**src/rtl/audio_mixer_if.sv**
```systemverilog
// audio_mixer_if: source/volume inputs, frame strobe and mixed stereo outputs of the mixer
interface audio_mixer_if #(
  parameter int NUM_SRC = 4,
  parameter int IN_W = 16,
  parameter int VOL_W = 6,
  parameter int OUT_W = 24
);
  logic next_sample;
  logic [NUM_SRC*IN_W-1:0] src_left;
  logic [NUM_SRC*IN_W-1:0] src_right;
  logic [NUM_SRC*VOL_W-1:0] src_volume;
  logic [NUM_SRC-1:0] src_mute;
  logic overrun_clr;
  logic [OUT_W-1:0] left_data;
  logic [OUT_W-1:0] right_data;
  logic out_valid;
  logic busy;
  logic overrun;
  modport master(
    output next_sample, src_left, src_right, src_volume, src_mute, overrun_clr,
    input left_data, right_data, out_valid, busy, overrun
  );
  modport slave(
    input next_sample, src_left, src_right, src_volume, src_mute, overrun_clr,
    output left_data, right_data, out_valid, busy, overrun
  );
endinterface

```
**src/rtl/audio_mixer.sv**
```systemverilog
// audio_mixer: N-source stereo volume/mute mixer, one shared MAC, saturated left-justified output
module audio_mixer #(
  parameter int NUM_SRC = 4,
  parameter int IN_W = 16,
  parameter int VOL_W = 6,
  parameter int OUT_W = 24
) (
  input logic clk,
  input logic rst,
  audio_mixer_if.slave bus
);
  localparam int PW = IN_W + VOL_W + 1;
  localparam int AW = PW + $clog2(NUM_SRC);
  localparam int IW = $clog2(2 * NUM_SRC);
  localparam logic signed [AW-1:0] SMAX = AW'((1 << IN_W) - 1);
  localparam logic signed [AW-1:0] SMIN = ~SMAX;
  typedef enum logic [1:0] {IDLE, MAC, SAT} state_t;
  state_t state, state_nx;
  logic [IW-1:0] idx, k;
  logic [NUM_SRC*IN_W-1:0] sl, sr;
  logic [NUM_SRC*VOL_W-1:0] sv;
  logic [NUM_SRC-1:0] sm;
  logic signed [AW-1:0] acc_l, acc_r;
  logic signed [IN_W-1:0] sample;
  logic signed [VOL_W:0] gain;
  logic signed [PW-1:0] prod;
  logic is_r, last;
  logic [OUT_W-1:0] left_q, right_q;
  logic valid_q, ovr_q;
  function automatic logic [OUT_W-1:0] sat(input logic signed [AW-1:0] a);
    logic signed [AW-1:0] m;
    logic [OUT_W+IN_W:0] t;
    m = a >>> (VOL_W - 1);
    t = {m > SMAX ? SMAX[IN_W:0] : m < SMIN ? SMIN[IN_W:0] : m[IN_W:0], {OUT_W{1'b0}}};
    return t[OUT_W+IN_W -: OUT_W];
  endfunction
  always_comb begin
    is_r = idx >= IW'(NUM_SRC);
    k = is_r ? idx - IW'(NUM_SRC) : idx;
    last = idx == IW'(2 * NUM_SRC - 1);
    sample = is_r ? sr[k*IN_W +: IN_W] : sl[k*IN_W +: IN_W];
    gain = $signed({1'b0, sm[k] ? {VOL_W{1'b0}} : sv[k*VOL_W +: VOL_W]});
    prod = sample * gain;
    state_nx = state == IDLE ? (bus.next_sample ? MAC : IDLE) : state == MAC ? (last ? SAT : MAC) : IDLE;
  end
  always_ff @(posedge clk or negedge rst) begin
    if (!rst) begin
      state <= IDLE;
      idx <= '0;
      sl <= '0;
      sr <= '0;
      sv <= '0;
      sm <= '0;
      acc_l <= '0;
      acc_r <= '0;
      left_q <= '0;
      right_q <= '0;
      valid_q <= 1'b0;
      ovr_q <= 1'b0;
    end else begin
      state <= state_nx;
      valid_q <= state == SAT;
      // a strobe arriving while busy is a drop; a drop outranks a same-cycle clear
      ovr_q <= (bus.next_sample && state != IDLE) || (ovr_q && !bus.overrun_clr);
      if (state == IDLE && bus.next_sample) begin
        sl <= bus.src_left;
        sr <= bus.src_right;
        sv <= bus.src_volume;
        sm <= bus.src_mute;
        acc_l <= '0;
        acc_r <= '0;
        idx <= '0;
      end
      if (state == MAC) begin
        idx <= last ? idx : idx + 1'b1;
        if (is_r) acc_r <= acc_r + prod;
        else acc_l <= acc_l + prod;
      end
      if (state == SAT) begin
        left_q <= sat(acc_l);
        right_q <= sat(acc_r);
      end
    end
  end
  assign bus.left_data = left_q;
  assign bus.right_data = right_q;
  assign bus.out_valid = valid_q;
  assign bus.overrun = ovr_q;
  assign bus.busy = state != IDLE;
endmodule

```
**src/flat_wrapper.sv**
```systemverilog
// flat-port wrapper written by rule: the top's interface ports become plain ports
module audio_mixer_flat 
#(
  parameter int NUM_SRC = 4,
  parameter int IN_W = 16,
  parameter int VOL_W = 6,
  parameter int OUT_W = 24
)
  (clk, rst, bus_next_sample, bus_src_left, bus_src_right, bus_src_volume, bus_src_mute, bus_overrun_clr, bus_left_data, bus_right_data, bus_out_valid, bus_busy, bus_overrun);
  audio_mixer_if #(.NUM_SRC(NUM_SRC), .IN_W(IN_W), .VOL_W(VOL_W), .OUT_W(OUT_W)) bus_i ();
  input logic clk;
  input logic rst;
  input wire logic [$bits(bus_i.next_sample)-1:0] bus_next_sample;
  input wire logic [$bits(bus_i.src_left)-1:0] bus_src_left;
  input wire logic [$bits(bus_i.src_right)-1:0] bus_src_right;
  input wire logic [$bits(bus_i.src_volume)-1:0] bus_src_volume;
  input wire logic [$bits(bus_i.src_mute)-1:0] bus_src_mute;
  input wire logic [$bits(bus_i.overrun_clr)-1:0] bus_overrun_clr;
  output wire logic [$bits(bus_i.left_data)-1:0] bus_left_data;
  output wire logic [$bits(bus_i.right_data)-1:0] bus_right_data;
  output wire logic [$bits(bus_i.out_valid)-1:0] bus_out_valid;
  output wire logic [$bits(bus_i.busy)-1:0] bus_busy;
  output wire logic [$bits(bus_i.overrun)-1:0] bus_overrun;
  assign bus_i.next_sample = bus_next_sample;
  assign bus_i.src_left = bus_src_left;
  assign bus_i.src_right = bus_src_right;
  assign bus_i.src_volume = bus_src_volume;
  assign bus_i.src_mute = bus_src_mute;
  assign bus_i.overrun_clr = bus_overrun_clr;
  assign bus_left_data = bus_i.left_data;
  assign bus_right_data = bus_i.right_data;
  assign bus_out_valid = bus_i.out_valid;
  assign bus_busy = bus_i.busy;
  assign bus_overrun = bus_i.overrun;
  audio_mixer #(.NUM_SRC(NUM_SRC), .IN_W(IN_W), .VOL_W(VOL_W), .OUT_W(OUT_W)) u_core (.clk(clk), .rst(rst), .bus(bus_i));
endmodule
```
**config.mk**
```make
export PLATFORM = sky130hd
export DESIGN_NAME = audio_mixer_flat
export DESIGN_NICKNAME = d
export VERILOG_FILES = /design/src/rtl/audio_mixer_if.sv /design/src/rtl/audio_mixer.sv /design/src/flat_wrapper.sv
export SDC_FILE = /design/constraint.sdc
export NUM_CORES = 1
export LEC_CHECK = 0
export ABC_AREA = 1
export CORE_ASPECT_RATIO = 0.9
export CORE_MARGIN = 2
export CORE_UTILIZATION = 50
export DETAILED_ROUTE_END_ITERATION = 7
export DONT_BUFFER_PORTS = 1
export HOLD_SLACK_MARGIN = 0.03
export PLACE_DENSITY = 0.66
export SLEW_MARGIN = 20
export SYNTH_ARGS = -nofsm -noshare
export SYNTH_HDL_FRONTEND = slang
export SYNTH_SLANG_ARGS = --single-unit
```
**constraint.sdc**
```tcl
create_clock -name clk -period 6.8 [get_ports clk]
set_input_delay 0.34 -clock clk [delete_from_list [all_inputs] [get_ports clk]]
set_output_delay 0.34 -clock clk [all_outputs]
set_load 0.05 [all_outputs]
```
==> flow_summary.yaml <==
run_status:
  outcome: "finished clean"
finish:
  synthToLayoutAreaGrowth_pct: 28.4
  regArea_sq_mm: 0.00618
  drive_gt1_share_pct: 14.6
  utilization_pct: 65.1
  nNetsFinal: 2878
  multi_input_area_sq_mm: 0.0104
  final_area_sq_mm: 0.0220
  nFillCells: 2792
grt:
  grt_use_total_pct: 27.5
  busiest_layer: "met2"
  grt.overflow.total: 0
  grtUsageMet3_pct: 3.71
  grt_max_degree: 248
  antenna_found_initial: 2
  use_met2_pct: 46.1
  met1_usage_pct: 36.3
  grt_pass1_vias: 15807
  grt_pass1_wl_mm: 79.8
critical_path:
  crit_path_max_incr_delay_ps: 540
  critPathKind: "register to register"
  path_buf_inv: 8
  critPathSlowestCell: "fa_1"
  r2r-end: "u_core.acc_l[22]"
  required_ps: 7290
  crit_family: "adder cells"
  reg2reg_depth: 33
  cp-end-kind: "register"
  r2r_start: "u_core.idx[2]"
  arrival_ps: 7070
  critPathLaunchType: "register"
  crit_fanout: 18
  crit_top_cell: "fa_1"
  rrSetupSlack_ps: 220
run:
  drv_cap: 0
timing:
  slew_headroom_pct: 29.7
  fmax_mhz: 152
  worstMarginPinSlew_ps: 1050
  setup_viol: 0
  setup_ws_ps: 221
  fin_skew_ps: 14.5
  finalMaxSlewViolations: 0
  min_period_ps: 6580
  post-route-period-util_pct: 96.7
  hold_viol_final: 0
logic_synthesis:
  synth_cell_types: 47
  avgSynthCellArea_sq_um: 7.46
  synth_cells: 2302
  synth_edf_count: 0
  synth_top_area_cell: "dfrtp_1"
  synth_area_leaders: "dfrtp_1, nand2_1, fa_1"
  ys_ff_latch: 247
  yosysWarnings: 0
  synth_area_sq_mm: 0.0172
  synth-seq-area-share_pct: 36.0
  synthArstFlopShare_pct: 100
  ys.flop_type: "dfrtp_1"
  yosysMostFrequentCell: "nand2_1"
  synthTopCellsByCount: "nand2_1, inv_1, dfrtp_1"
  synth_top_cell_area_share_pct: 36.0
die:
  die_area_sq_mm: 0.0358
  boundaryPins: 211
  core_sq_mm: 0.0339
  die_y_um: 180
  die_x_um: 199
  row_count: 64
  initial_core_util_pct: 50.7
placed_design:
  portBuffers: 0
  place.gp.congestion: 0.919
  place_ws_ps: -87.8
  placed_area_sq_mm: 0.0183
  dp_hpwl_mm: 34.5
hold_path:
  holdPathEnd: "u_core.sr[12]"
  hold_class: "primary input to register"
  hold_start: "bus_next_sample"
  whs_path_depth: 4
cts:
  path_clk_slew_ps: 70
  cts-root-buf: "clkbuf_16"
  clockBufferDepth: 3
  h-tree-depth: 1
  cts_buffers: 27
  insertion_delay_ps: 560
  cts.sinks: 247
  cts_tree: "done"
drt:
  wl_mm: 50.9
  num_vias: 16063
  drtAntennaViolNets: 0
  wl_per_cell_um: 16.8
  drt_first_pass_iters: 5
  first_iter_violations: 949
  drcViolationCount: 0
  vias_per_cell: 5.30
-- routing by layer --
metal / vias up / wire length [um]
met5: - / 0
met4: 0 / 1910
met3: 121 / 2930
met2: 600 / 24500
met1: 7594 / 21500
li1: 7748 / -
-- final cells by class --
type / count / area share, %
well taps: 462 / 2.62
clock inverters: 10 / 0.454
multi-input cells: 1704 / 47.1
diodes: 2 / 0.0227
inverters: 262 / 4.60
flip-flops and latches: 247 / 28.1
repair buffers: 304 / 13.6
clock buffers: 40 / 3.56
-- worst max-delay path by stage --
stage	start	end	slack [ps]	cells past startpoint
2_1_floorplan	u_core.idx[0]	u_core.acc_r[19]	530	31
3_3_place_gp	u_core.idx[0]	u_core.acc_l[22]	60	32
3_5_place_dp	u_core.idx[0]	u_core.acc_l[22]	-90	34
4_1_cts	u_core.idx[0]	u_core.acc_r[24]	6	34
5_1_grt	u_core.idx[2]	u_core.acc_l[24]	-130	36
6_report	u_core.idx[2]	u_core.acc_l[22]	220	33
-- worst min-delay path, cell delays in order --
cell     delay (ps)
inv_1           110
nor2_4          200
nand2_1         110
nand2_1          50
-- kinds of logic after synthesis --
logic type,share of synthesized area [%]
AOI/OAI and AO/OA,10.8
xor gates and xnor gates,2.19
buffers and inverters,8.60
and+or+nand+nor,26.8
other,0.0218
adders and majority gates,15.6
DFF,36.0
-- sequential cells by signal, summed over array words and instances (netlist names) --
name and cells:
u_core.sl 64, u_core.sr 64, u_core.acc_l 25, u_core.acc_r 25, u_core.sv 24, u_core.bus.left_data 17, u_core.bus.right_data 17, u_core.sm 4
u_core.idx 3, u_core.state 2, u_core.bus.out_valid 1, u_core.bus.overrun 1
-- placed cells by master (no fill, tap or decap), types with 7 or more instances in the layout --
master | Yosys | routed
fa_1 | 69 | 69
inv_1 | 252 | 239
a21oi_1 | 77 | 60
inv_2 | 7 | 13
a21oi_2 | 2 | 17
buf_6 | 1 | 7
nand2_1 | 764 | 731
buf_4 | 16 | 119
nor2_1 | 210 | 198
o21ai_4 | 0 | 8
o21ai_1 | 21 | 25
clkbuf_16 | 0 | 33
o21ai_2 | 6 | 8
buf_12 | 0 | 10
xor2_1 | 28 | 27
nand3_1 | 104 | 100
nor3_1 | 12 | 7
dlygate4sd3_1 | 0 | 159
conb_1 | 1 | 14
ha_1 | 103 | 77
o21ai_0 | 164 | 150
o22ai_2 | 0 | 11
dfrtp_1 | 247 | 245
xnor2_1 | 15 | 13
nand2_2 | 5 | 37
o22ai_1 | 36 | 25
clkbuf_1 | 52 | 7
nor2_2 | 3 | 13
nand3_2 | 8 | 12
o21bai_1 | 11 | 9
ha_4 | 0 | 24
nand4_1 | 9 | 9
-- through the flow --
| step | hold WS (ps) | std cells | setup TNS (ps) |
|---|---|---|---|
| finish | 296 | 3031 | 0 |
| floorplan | 44.4 | 2315 | 0 |
| CTS | 221 | 3000 | 0 |
| global route | 316 | 3031 | -1030 |
| global placement | 51.0 | 2789 | 0 |
| detailed placement | 49.4 | 2789 | -266 |
-- repair_timing --
| item | in CTS | in global routing |
|---|---|---|
| gates cloned | 1 | 6 |
| resized for setup | 10 | 186 |
| hold buffers | 160 | 0 |
| endpoints found under the setup margin | 7 | 29 |
| pin swaps | 2 | 86 |
| endpoints found under the hold margin | 404 | 0 |
| setup buffers | 0 | 22 |
Power is left out: the tool's default activity adds up to more than one toggle a clock period on the data nets, which glitch-free logic cannot reach.
